**config.mk**
```make
export PLATFORM = sky130hd
export DESIGN_NAME = subtrator_serial
export DESIGN_NICKNAME = d
export VERILOG_FILES = /design/src/rtl/subtrator_serial.sv
export SDC_FILE = /design/constraint.sdc
export NUM_CORES = 1
export LEC_CHECK = 0
export BUFFER_PORTS_ARGS = -buffer_cell sky130_fd_sc_hd__buf_2
export CAP_MARGIN = 15
export CORE_UTILIZATION = 58
export CTS_CLUSTER_SIZE = 10
export DETAILED_ROUTE_END_ITERATION = 6
export HOLD_SLACK_MARGIN = 0.08
export PLACE_DENSITY_LB_ADDON = 0.25
export SYNTH_ARGS = -nofsm -noshare
export SYNTH_HDL_FRONTEND = slang
export SYNTH_SLANG_ARGS = --single-unit
```
**constraint.sdc**
```tcl
create_clock -name CLOCK_50 -period 2.55 [get_ports CLOCK_50]
set_input_delay 0.51 -clock CLOCK_50 [delete_from_list [all_inputs] [get_ports CLOCK_50]]
set_output_delay 0.51 -clock CLOCK_50 [all_outputs]
set_load 0.02 [all_outputs]
```
**src/rtl/subtrator_serial.sv**
```systemverilog
// Bit-serial WIDTH-bit subtractor (A - B), LSB first, one full-subtractor cell
// and a borrow flop. Operands come from SW, the result and handshake flags go
// to LEDR. KEY[0] is the asynchronous active-low reset; KEY[1] is the start button.
module subtrator_serial #(
  parameter int WIDTH = 5
) (
  input  logic                 CLOCK_50,
  input  logic [2:0]           KEY,
  input  logic [2*WIDTH-1:0]   SW,
  output logic [WIDTH+2:0]     LEDR
);

  localparam int CW = (WIDTH > 1) ? $clog2(WIDTH) : 1;
  localparam logic [CW-1:0] LAST = CW'(WIDTH - 1);

  typedef enum logic [1:0] {
    IDLE = 2'd0,
    RUN  = 2'd1,
    DONE = 2'd2
  } state_t;

  logic clk;
  logic rst_n;
  logic key_unused;

  assign clk        = CLOCK_50;
  assign rst_n      = KEY[0];
  assign key_unused = KEY[2];

  state_t state;
  state_t next_state;

  logic             btn_s1;
  logic             btn_s2;
  logic             btn_s3;
  logic             start;

  logic [WIDTH-1:0] a_sh;
  logic [WIDTH-1:0] b_sh;
  logic [WIDTH-1:0] d_sh;
  logic             bor;
  logic [CW-1:0]    count;
  logic [WIDTH-1:0] res_diff;
  logic             res_bor;

  logic             load;
  logic             step;
  logic             finish;

  logic             a_bit;
  logic             b_bit;
  logic             d_bit;
  logic             bor_next;

  // Synchronise the start button and keep one extra stage for press-edge detection.
  // NOTE: sequential state uses non-blocking assignments so every flop samples
  // the pre-edge value of its neighbour; blocking here would collapse the chain.
  always_ff @(posedge clk or negedge rst_n) begin
    if (!rst_n) begin
      btn_s1 <= 1'b0;
      btn_s2 <= 1'b0;
      btn_s3 <= 1'b0;
    end else begin
      btn_s1 <= KEY[1];
      btn_s2 <= btn_s1;
      btn_s3 <= btn_s2;
    end
  end

  // A press is a high-to-low transition of the synchronised button (one pulse per press).
  assign start = btn_s3 & ~btn_s2;

  // Full-subtractor cell working on the current LSBs.
  assign a_bit    = a_sh[0];
  assign b_bit    = b_sh[0];
  assign d_bit    = a_bit ^ b_bit ^ bor;
  assign bor_next = (~a_bit & b_bit) | (~(a_bit ^ b_bit) & bor);

  // State register.
  always_ff @(posedge clk or negedge rst_n) begin
    if (!rst_n) state <= IDLE;
    else        state <= next_state;
  end

  // Next-state and datapath control; start pulses during RUN are ignored.
  // NOTE: every output of this block gets a default first so that no path
  // through the case leaves a signal unassigned, which would infer a latch.
  always_comb begin
    next_state = state;
    load       = 1'b0;
    step       = 1'b0;
    finish     = 1'b0;
    case (state)
      IDLE: begin
        if (start) begin
          next_state = RUN;
          load       = 1'b1;
        end
      end
      RUN: begin
        step = 1'b1;
        if (count == LAST) begin
          next_state = DONE;
          finish     = 1'b1;
        end
      end
      DONE: begin
        if (start) begin
          next_state = RUN;
          load       = 1'b1;
        end
      end
      default: next_state = IDLE;
    endcase
  end

  // Operand shifters, borrow, bit counter and partial difference.
  // NOTE: the whole datapath is cleared by reset because an aborted operation
  // must leave nothing visible; these are plain flops, not a memory array.
  always_ff @(posedge clk or negedge rst_n) begin
    if (!rst_n) begin
      a_sh  <= '0;
      b_sh  <= '0;
      d_sh  <= '0;
      bor   <= 1'b0;
      count <= '0;
    end else if (load) begin
      a_sh  <= SW[WIDTH-1:0];
      b_sh  <= SW[2*WIDTH-1:WIDTH];
      d_sh  <= '0;
      bor   <= 1'b0;
      count <= '0;
    end else if (step) begin
      a_sh  <= a_sh >> 1;
      b_sh  <= b_sh >> 1;
      d_sh  <= {d_bit, d_sh[WIDTH-1:1]};
      bor   <= bor_next;
      count <= count + 1'b1;
    end
  end

  // Result register: updated only on the RUN->DONE transition, held otherwise.
  always_ff @(posedge clk or negedge rst_n) begin
    if (!rst_n) begin
      res_diff <= '0;
      res_bor  <= 1'b0;
    end else if (finish) begin
      res_diff <= {d_bit, d_sh[WIDTH-1:1]};
      res_bor  <= bor_next;
    end
  end

  // LEDR is driven purely from registers: no combinational path from SW or KEY[1].
  assign LEDR = {(state == DONE), (state == RUN), res_bor, res_diff};

endmodule

```
==> run_results.csv, run 1 <==
group,metric,value,unit
status,status,"finished clean",
place,placed_area,1340,um2
critical_path,r2r_end,"b_sh[0]$_DFFE_PN0P_",
finish,final_common_cell,"nand2_1",
clocking,insertion_delay,0.32,ns
power_and_ir_drop,ir_drop,0.865,mV
synth,netlist.top_cell.by_area,"dfrtp_1",
sta,hold_slack,0.187,ns
floorplanning,core,2000,um2
grt,grt_pass1_wl,3520,um
floorplanning,rows,16,
route,avgRoutedWirePerCell,12.4,um
sta,fmax,545,MHz
sta,rsz0062_at_grt,"no",
grt,overflow,0,
route,vias,872,
critical_path,worstPathCellList,"nand2b_1 > inv_4 > buf_2",
sta,tns,0,ns
floorplanning,die-area,2350,um2
synth,syn_nets,134,
grt,grt_start_max_net_pins,30,
finish,most-common-layout-cells,"30 x nand2_1, 29 x dfrtp_1, 20 x buf_2",
synth,synth.distinct_cells,26,
route,drtPass1Iterations,4,
critical_path,slowest_delay,0.48,ns
floorplanning,die_height,48.4,um
floorplanning,start_util,0.625,
sta,period_share,0.719,
critical_path,critPathLaunchType,"register",
clocking,numCtsBuffers,5,
place,io_buffer_count,20,
synth,syn_area,1250,um2
clocking,cts_root_buf,"clkbuf_4",
route,drc,0,
critical_path,reg2reg_from,"state[0]$_DFFE_PN0P_",
route,routed_wl,2060,um
synth,syn_inst,117,
critical_path,r2r.worst_path.cells,3,
route,ant_nets,0,
clocking,clk_pin_slew,0.09,ns
synth,ys_seq_area_frac,0.580,
route,vias_per_cell,5.25,
grt,antenna_found_initial,0,
clocking,cts_buffer_depth,2,
route,drtIter0Drc,17,
clocking,cts_tree,"built",
critical_path,cp_slowest_cell,"dfrtp_1",
synth,syn-mean-instance-area,10.7,um2
synth,ys_seq_elements,29,
hold_path,hold_path_class,"in2async",
sta,tightest_slew,0.611,ns
synth,synth_area_leaders,"dfrtp_1 58%, nand2_1 9.0%, mux2_2 4.5%, nand3_1 4.0%, a31oi_1 2.5%",
power_and_ir_drop,p_leak,0.734,nW
place,gp_congestion,0.723,
finish,fin_cells,166,
floorplanning,io_pins,22,
clocking,cts_sinks,29,
clocking,hold_buffers,0,
finish,drive_gt1_frac,0.273,
critical_path,cp_max_fo,17,
power_and_ir_drop,powerDensity,1240,nW/um2
finish,final_cell_area,1410,um2
sta,relSlewSlack,0.593,
sta,hold_viol_final,0,
clocking,post_cts_buffers,0,
sta,slew_viol_final,0,
critical_path,crit_required,2.04,ns
place,dp_cells,158,
floorplanning,die_x,48.4,um
critical_path,worstSetupStartpoint,"state[0]$_DFFE_PN0P_",
finish,diodes,0,
place,hpwl,1410,um
critical_path,crit_end,"LEDR[6]",
flow_run,maxCapViolations,0,
clocking,post_cts_resized,0,
sta,setup_viol,0,
sta,finClkSkew,0.00671,ns
grt,grt_pass1_vias,817,
critical_path,cp-end-kind,"output port",
finish,nNetsFinal,155,
critical_path,path_class,"reg2out",
clocking,htreeDepth,2,
critical_path,arrival,1.32,ns
synth,yosysTopAreaCellShare,0.580,
finish,n_fill_cell,168,
grt,grt_use_total,0.212,
finish,area_delta_synth_final,12.3,%
synth,ys_warn_count,0,
critical_path,r2r_slack,1.08,ns
sta,fin_crit,1.83,ns
[registers in the layout, summed over array words and instances (netlist names)]
register,count
state,2
bor,1
res_diff,5
btn_s3,1
btn_s1,1
res_bor,1
d_sh,4
count,3
btn_s2,1
a_sh,5
b_sh,5
[critical path: cells and delay by family (launching register included)]
family	cells	cell delay [ns]
flops	1	0.48
buf+inv	2	0.37
simple gates	1	0.15
[stage by stage]
stage,worst slack [ns],utilization,total power [W]
CTS,0.704,0.702,0.00176
global route,0.611,0.702,0.00188
finish,0.716,0.702,0.00174
floorplan,1.06,-,0.00131
detailed placement,1.07,0.667,0.00144
global placement,1.10,0.667,0.00140
[routing by layer]
metal	global-route usage	up-vias	wire length, um
met4	0.0882	0	38
met5	0	-	0
li1	-	435	-
met1	0.247	413	931
met2	0.333	18	988
met3	0.104	6	105
[power breakdown]
part	switching, W	total [W]	internal (W)
clock	0.000151	0.000311	0.000159
sequential	0.000118	0.000765	0.000647
combinational	0.000397	0.000663	0.000266
[kinds of logic (layout without fill, tap and decap cells)]
logic type / count (synthesis) / count (layout) / share of synthesized area
and+or+nand+nor: 53 / 53 / 0.199
DFF: 29 / 29 / 0.580
AOI/OAI and AO/OA: 13 / 13 / 0.0670
buffers and inverters: 13 / 35 / 0.0660
muxes: 5 / 5 / 0.0450
adders and majority gates: 3 / 3 / 0.0360
xor gates and xnor gates: 1 / 1 / 0.00700
[how the worst min path moves through the flow]
stage / from / to / cells after the start
floorplan: KEY[0] / a_sh[0]$_DFFE_PN0P_ / 0
global placement: btn_s1$_DFF_PN0_ / btn_s2$_DFF_PN0_ / 0
detailed placement: btn_s1$_DFF_PN0_ / btn_s2$_DFF_PN0_ / 0
CTS: KEY[0] / btn_s3$_DFF_PN0_ / 1
global route: KEY[0] / btn_s3$_DFF_PN0_ / 1
finish: KEY[0] / btn_s3$_DFF_PN0_ / 1
[Yosys cell counts]
master	n
o31ai_1	1
buf_6	2
nand2_1	30
nand3b_1	1
a221o_1	1
a22oi_1	2
nor3_1	1
nor3b_2	1
buf_2	1
nand2b_1	1
fa_1	1
inv_4	1
nand4b_2	1
o21ai_1	2
dfrtp_1	29
mux2_2	5
buf_4	4
inv_1	5
nor2b_1	1
xor2_1	1
nand3_1	10
or3b_4	1
a31oi_1	5
o21ai_0	2
nor2_1	6
ha_1	2
[layout make-up]
class | count | area (um2) | share of cell area
clock buffer | 7 | 65.1 | 0.0463
multi-input combinational | 75 | 443 | 0.315
clock inverter | 1 | 5.00 | 0.00356
tap | 27 | 33.8 | 0.0240
sequential | 29 | 726 | 0.516
timing repair buffer | 21 | 108 | 0.0766
inverter | 6 | 25.0 | 0.0178
(Power assumes the default switching activity.)
==> run 2, diff against run 1 <==
Settings changed: CORE_UTILIZATION 58 to 48.
Clock period 2.55 ns to 1.5 ns, I/O delays scaled along.
==> run 2 against run 1 <==
Against the previous run: sequential share of layout area is 1.1 points lower; combinational power grew 81%; clock skew rose by 0.011 ns; count of clock-buffer cells in the layout is 2 lower; clock power up 44%; non-clock buffer count up 4; register-to-register slack got worse by 0.98 ns; sequential power grew 71%; design area grew 2.3%; via count up 5.0%; critical path depth decreased by 1; wire length grew 9.0%; largest cell class unchanged; largest power group unchanged.
==> run_results.csv, run 2 (synthesis gave the netlist of run 1 again) <==
group,metric,value,unit
sta,fin_crit,1.43,ns
sta,setup_viol,0,
clocking,cts_tree,"built",
finish,drive_gt1_frac,0.294,
route,ant_nets,0,
sta,relSlewSlack,0.577,
grt,antenna_found_initial,0,
floorplanning,rows,18,
sta,fmax,700,MHz
finish,fin_cells,173,
grt,grt_start_max_net_pins,30,
hold_path,hold_path_class,"in2reg",
sta,rsz0062_at_grt,"no",
hold_path,min-delay-start,"SW[9]",
finish,n_fill_cell,245,
finish,diodes,0,
sta,slew_viol_final,0,
place,io_buffer_count,20,
finish,final_cell_area,1440,um2
route,vias_per_cell,5.29,
place,gp_congestion,0.771,
clocking,cts_root_buf,"clkbuf_4",
grt,overflow,0,
status,status,"finished clean",
clocking,numCtsBuffers,5,
critical_path,critPathLaunchType,"register",
grt,grt_use_total,0.203,
critical_path,worstSetupStartpoint,"state[0]$_DFFE_PN0P_",
critical_path,crit_required,1.20,ns
finish,area_delta_synth_final,14.9,%
sta,finClkSkew,0.0176,ns
power_and_ir_drop,p_leak,0.743,nW
route,routed_wl,2250,um
critical_path,arrival,1.13,ns
sta,hold_viol_final,0,
finish,reg_top3,"a_sh (5), b_sh (5), res_diff (5)",
clocking,cts_sinks,29,
route,drc,0,
floorplanning,die_x,53.1,um
finish,most-common-layout-cells,"30 x nand2_1, 28 x dfrtp_1, 20 x buf_2",
sta,tns,0,ns
route,drtIter0Drc,25,
floorplanning,start_util,0.505,
finish,final_common_cell,"nand2_1",
clocking,clk_pin_slew,0.10,ns
floorplanning,core,2480,um2
power_and_ir_drop,powerDensity,2060,nW/um2
critical_path,cp-end-kind,"output port",
flow_run,maxCapViolations,0,
power_and_ir_drop,power,0.00296,W
route,vias,916,
clocking,insertion_delay,0.33,ns
floorplanning,die_height,53.1,um
place,hpwl,1460,um
critical_path,path_class,"reg2out",
power_and_ir_drop,ir_drop,1.04,mV
sta,hold_slack,0.154,ns
finish,nNetsFinal,159,
place,dp_cells,162,
place,placed_area,1350,um2
clocking,htreeDepth,2,
critical_path,reg2reg_from,"count[0]$_DFFE_PN0P_",
sta,tightest_slew,0.634,ns
clocking,cts_buffer_depth,2,
sta,period_share,0.953,
grt,grt_pass1_vias,898,
floorplanning,io_pins,22,
critical_path,cp_max_fo,6,
grt,grt_pass1_wl,3930,um
route,drtPass1Iterations,4,
floorplanning,die-area,2810,um2
route,avgRoutedWirePerCell,13.0,um
[run 2: cell count changes in the layout (fill, tap and decap cells not counted)]
| cell | delta |
|---|---|
| dfrtp_2 | +1 |
| dlygate4sd3_1 | +2 |
| buf_4 | +2 |
| clkbuf_8 | -2 |
| clkinv_2 | +1 |
| dfrtp_1 | -1 |
| nand2b_4 | +1 |
| clkinvlp_4 | +1 |
| nand2b_1 | -1 |
[run 2: final timing paths]
kind | endpoint | slack [ns] | cells past startpoint
max | LEDR[7] | 0.07 | 2
min | b_sh[4]$_DFFE_PN0P_ | 0.15 | 3
max reg2reg | res_diff[2]$_DFFE_PN0P_ | 0.10 | 4
min reg2reg | btn_s2$_DFF_PN0_ | 0.38 | 0
max in group asynchronous | state[0]$_DFFE_PN0P_ | 0.52 | 2
min in group asynchronous | btn_s3$_DFF_PN0_ | 0.51 | 2
[run 2: through the flow]
stage,util,setup WS [ns]
after floorplan,-,0.219
after global placement,0.543,0.127
after detailed placement,0.543,0.0893
after CTS,0.577,0.0306
after global routing,0.580,0.00573
final,0.580,0.0708
[run 2: worst max-delay path: stages, from the launching register on]
cell and delay [ns]:
dfrtp_2 0.48, nor2b_1 0.16, buf_2 0.18
[run 2: repair_timing]
action | CTS | global route
gates cloned | 0 | 0
buffers inserted | 1 | 0
resized for setup | 1 | 1
endpoints found under the setup margin | 1 | 1
endpoints found under the hold margin | 30 | 0
hold buffers | 2 | 0
[run 2: final cells by class]
class	count	area (um2)	area share
inverter	6	25.0	0.0174
clock buffer	5	37.5	0.0261
multi-input combinational	75	450	0.313
sequential	29	727	0.506
timing repair buffer	25	143	0.0992
tap	30	37.5	0.0261
clock inverter	3	17.5	0.0122
[run 2: metal layers]
layer / part of all wire / track usage / vias up
met4: 0.0093 / 0.0789 / 0
met1: 0.46 / 0.233 / 447
met3: 0.048 / 0.0603 / 2
li1: - / - / 443
met2: 0.48 / 0.352 / 24
met5: 0 / 0 / -
[run 2: where the power goes]
part	leakage [nW]	switching (W)	internal (W)
registers	0.366	0.000210	0.00110
logic	0.347	0.000704	0.000497
clock network	0.0310	0.000273	0.000176
==> run 3, diff against run 2 <==
Settings changed: BUFFER_PORTS_ARGS -buffer_cell sky130_fd_sc_hd__buf_2 to not set, CORE_UTILIZATION 48 to 54, DONT_BUFFER_PORTS set to 1, SLEW_MARGIN set to 0.
==> run 3 against run 2 <==
Against the previous run: clock skew is 0.014 ns lower; maximum frequency about the same; final cell count is 9.8% lower; first-iteration DRC count decreased by 76%; sequential share of layout area up 2.2 points; combinational power fell by 15%; design area fell by 4.1%; sequential power grew 7%; worst setup slack is essentially flat; critical path type unchanged; largest power group unchanged.
==> run_results.csv, run 3 (synthesis gave the netlist of run 1 again) <==
group,metric,value,unit
sta,hold_viol_final,0,
route,drtIter0Drc,6,
floorplanning,die_height,50.1,um
power_and_ir_drop,powerDensity,2070,nW/um2
route,drc,0,
sta,fin_crit,1.43,ns
route,routed_wl,2190,um
clocking,insertion_delay,0.31,ns
grt,grt_use_total,0.208,
sta,period_share,0.953,
route,avgRoutedWirePerCell,14.0,um
power_and_ir_drop,p_leak,0.685,nW
floorplanning,die_x,50.1,um
critical_path,cp_max_fo,4,
clocking,cts_buffer_depth,2,
critical_path,critPathLaunchType,"register",
clocking,clk_pin_slew,0.09,ns
critical_path,r2r.worst_path.cells,4,
finish,final_common_cell,"nand2_1",
grt,overflow,0,
sta,tightest_slew,0.276,ns
place,io_buffer_count,0,
hold_path,min_to,"b_sh[1]$_DFFE_PN0P_",
floorplanning,start_util,0.571,
critical_path,r2r_end,"res_diff[2]$_DFFE_PN0P_",
sta,fmax,700,MHz
hold_path,hold_path_class,"in2reg",
finish,most-common-layout-cells,"30 x nand2_1, 28 x dfrtp_1, 10 x nand3_1",
route,ant_nets,0,
power_and_ir_drop,ir_drop,1.12,mV
grt,grt_start_max_net_pins,30,
finish,utilization,0.629,
finish,area_delta_synth_final,10.2,%
place,placed_area,1260,um2
floorplanning,io_pins,22,
sta,tns,0,ns
critical_path,arrival,1.13,ns
clocking,cts_root_buf,"clkbuf_4",
sta,slew_viol_final,0,
clocking,cts_sinks,29,
route,vias_per_cell,5.46,
floorplanning,rows,17,
finish,nNetsFinal,144,
route,drtPass1Iterations,4,
finish,final_cell_area,1380,um2
status,status,"finished clean",
sta,finClkSkew,0.00392,ns
hold_path,min_path_cells,2,
grt,antenna_found_initial,0,
finish,diodes,0,
hold_path,min-delay-start,"SW[6]",
clocking,numCtsBuffers,5,
critical_path,r2r_slack,0.11,ns
critical_path,path_class,"reg2out",
sta,setup_viol,0,
critical_path,cp-end-kind,"output port",
place,gp_congestion,0.768,
clocking,cts_tree,"built",
finish,reg_top3,"a_sh (5), b_sh (5), res_diff (5)",
finish,drive_gt1_frac,0.180,
floorplanning,die-area,2510,um2
critical_path,crit_required,1.20,ns
sta,rsz0062_at_grt,"no",
place,hpwl,1380,um
route,vias,852,
clocking,htreeDepth,2,
critical_path,reg2reg_from,"count[0]$_DFFE_PN0P_",
sta,relSlewSlack,0.816,
grt,grt_pass1_wl,3700,um
grt,grt_pass1_vias,896,
floorplanning,core,2190,um2
flow_run,maxCapViolations,0,
[run 3: how the worst max path moves through the flow]
stage                              start                       to  slack [ns]  cells after the start
finish              state[1]$_DFFE_PN0P_                  LEDR[6]        0.07                      3
global route        count[0]$_DFFE_PN0P_  res_diff[2]$_DFFE_PN0P_       0.004                      4
CTS                 state[1]$_DFFE_PN0P_                  LEDR[6]        0.06                      3
detailed placement  count[0]$_DFFE_PN0P_  res_diff[2]$_DFFE_PN0P_        0.09                      4
global placement    count[0]$_DFFE_PN0P_  res_diff[0]$_DFFE_PN0P_        0.14                      4
floorplan           state[1]$_DFFE_PN0P_                  LEDR[6]        0.22                      5
[run 3: worst max-delay path, cell delays in order (launching register included)]
cell	delay, ns
dfrtp_1	0.42
nand2b_1	0.20
inv_4	0.07
buf_4	0.13
[run 3: per-stage QoR]
step / total power [W] / cells / setup WS, ns / hold WS, ns
CTS: 0.00289 / 156 / 0.0585 / 0.0993
detailed placement: 0.00239 / 142 / 0.0941 / 0.00510
global placement: 0.00234 / 142 / 0.137 / 0.00511
global route: 0.00307 / 156 / 0.00412 / 0.0997
finish: 0.00285 / 156 / 0.0708 / 0.114
floorplan: 0.00223 / 117 / 0.219 / 0.00441
[run 3: cell type report]
class	count	area (um2)
clock inverters	2	10.0
clock buffers	6	41.3
fillers	189	812
well taps	28	35.0
repair buffers	10	97.6
flip-flops and latches	29	727
inverters	6	25.0
multi-input cells	75	443
[run 3: power breakdown]
part / switching [W] / internal [W]
Sequential: 0.000297 / 0.00110
Combinational: 0.000582 / 0.000441
Clock: 0.000252 / 0.000178
[run 3: metal layers]
layer  part of all wire  global-route usage
met3              0.040              0.0788
met2               0.51               0.336
met5                  0                   0
met1               0.43               0.230
met4              0.020               0.129
[run 3: repair_timing]
| item | CTS | global route |
|---|---|---|
| hold buffers | 5 | 0 |
| endpoints found under the hold margin | 32 | 0 |
| setup endpoints to repair | 1 | 0 |
| buffers inserted | 1 | 0 |
| gates resized for setup | 1 | 0 |
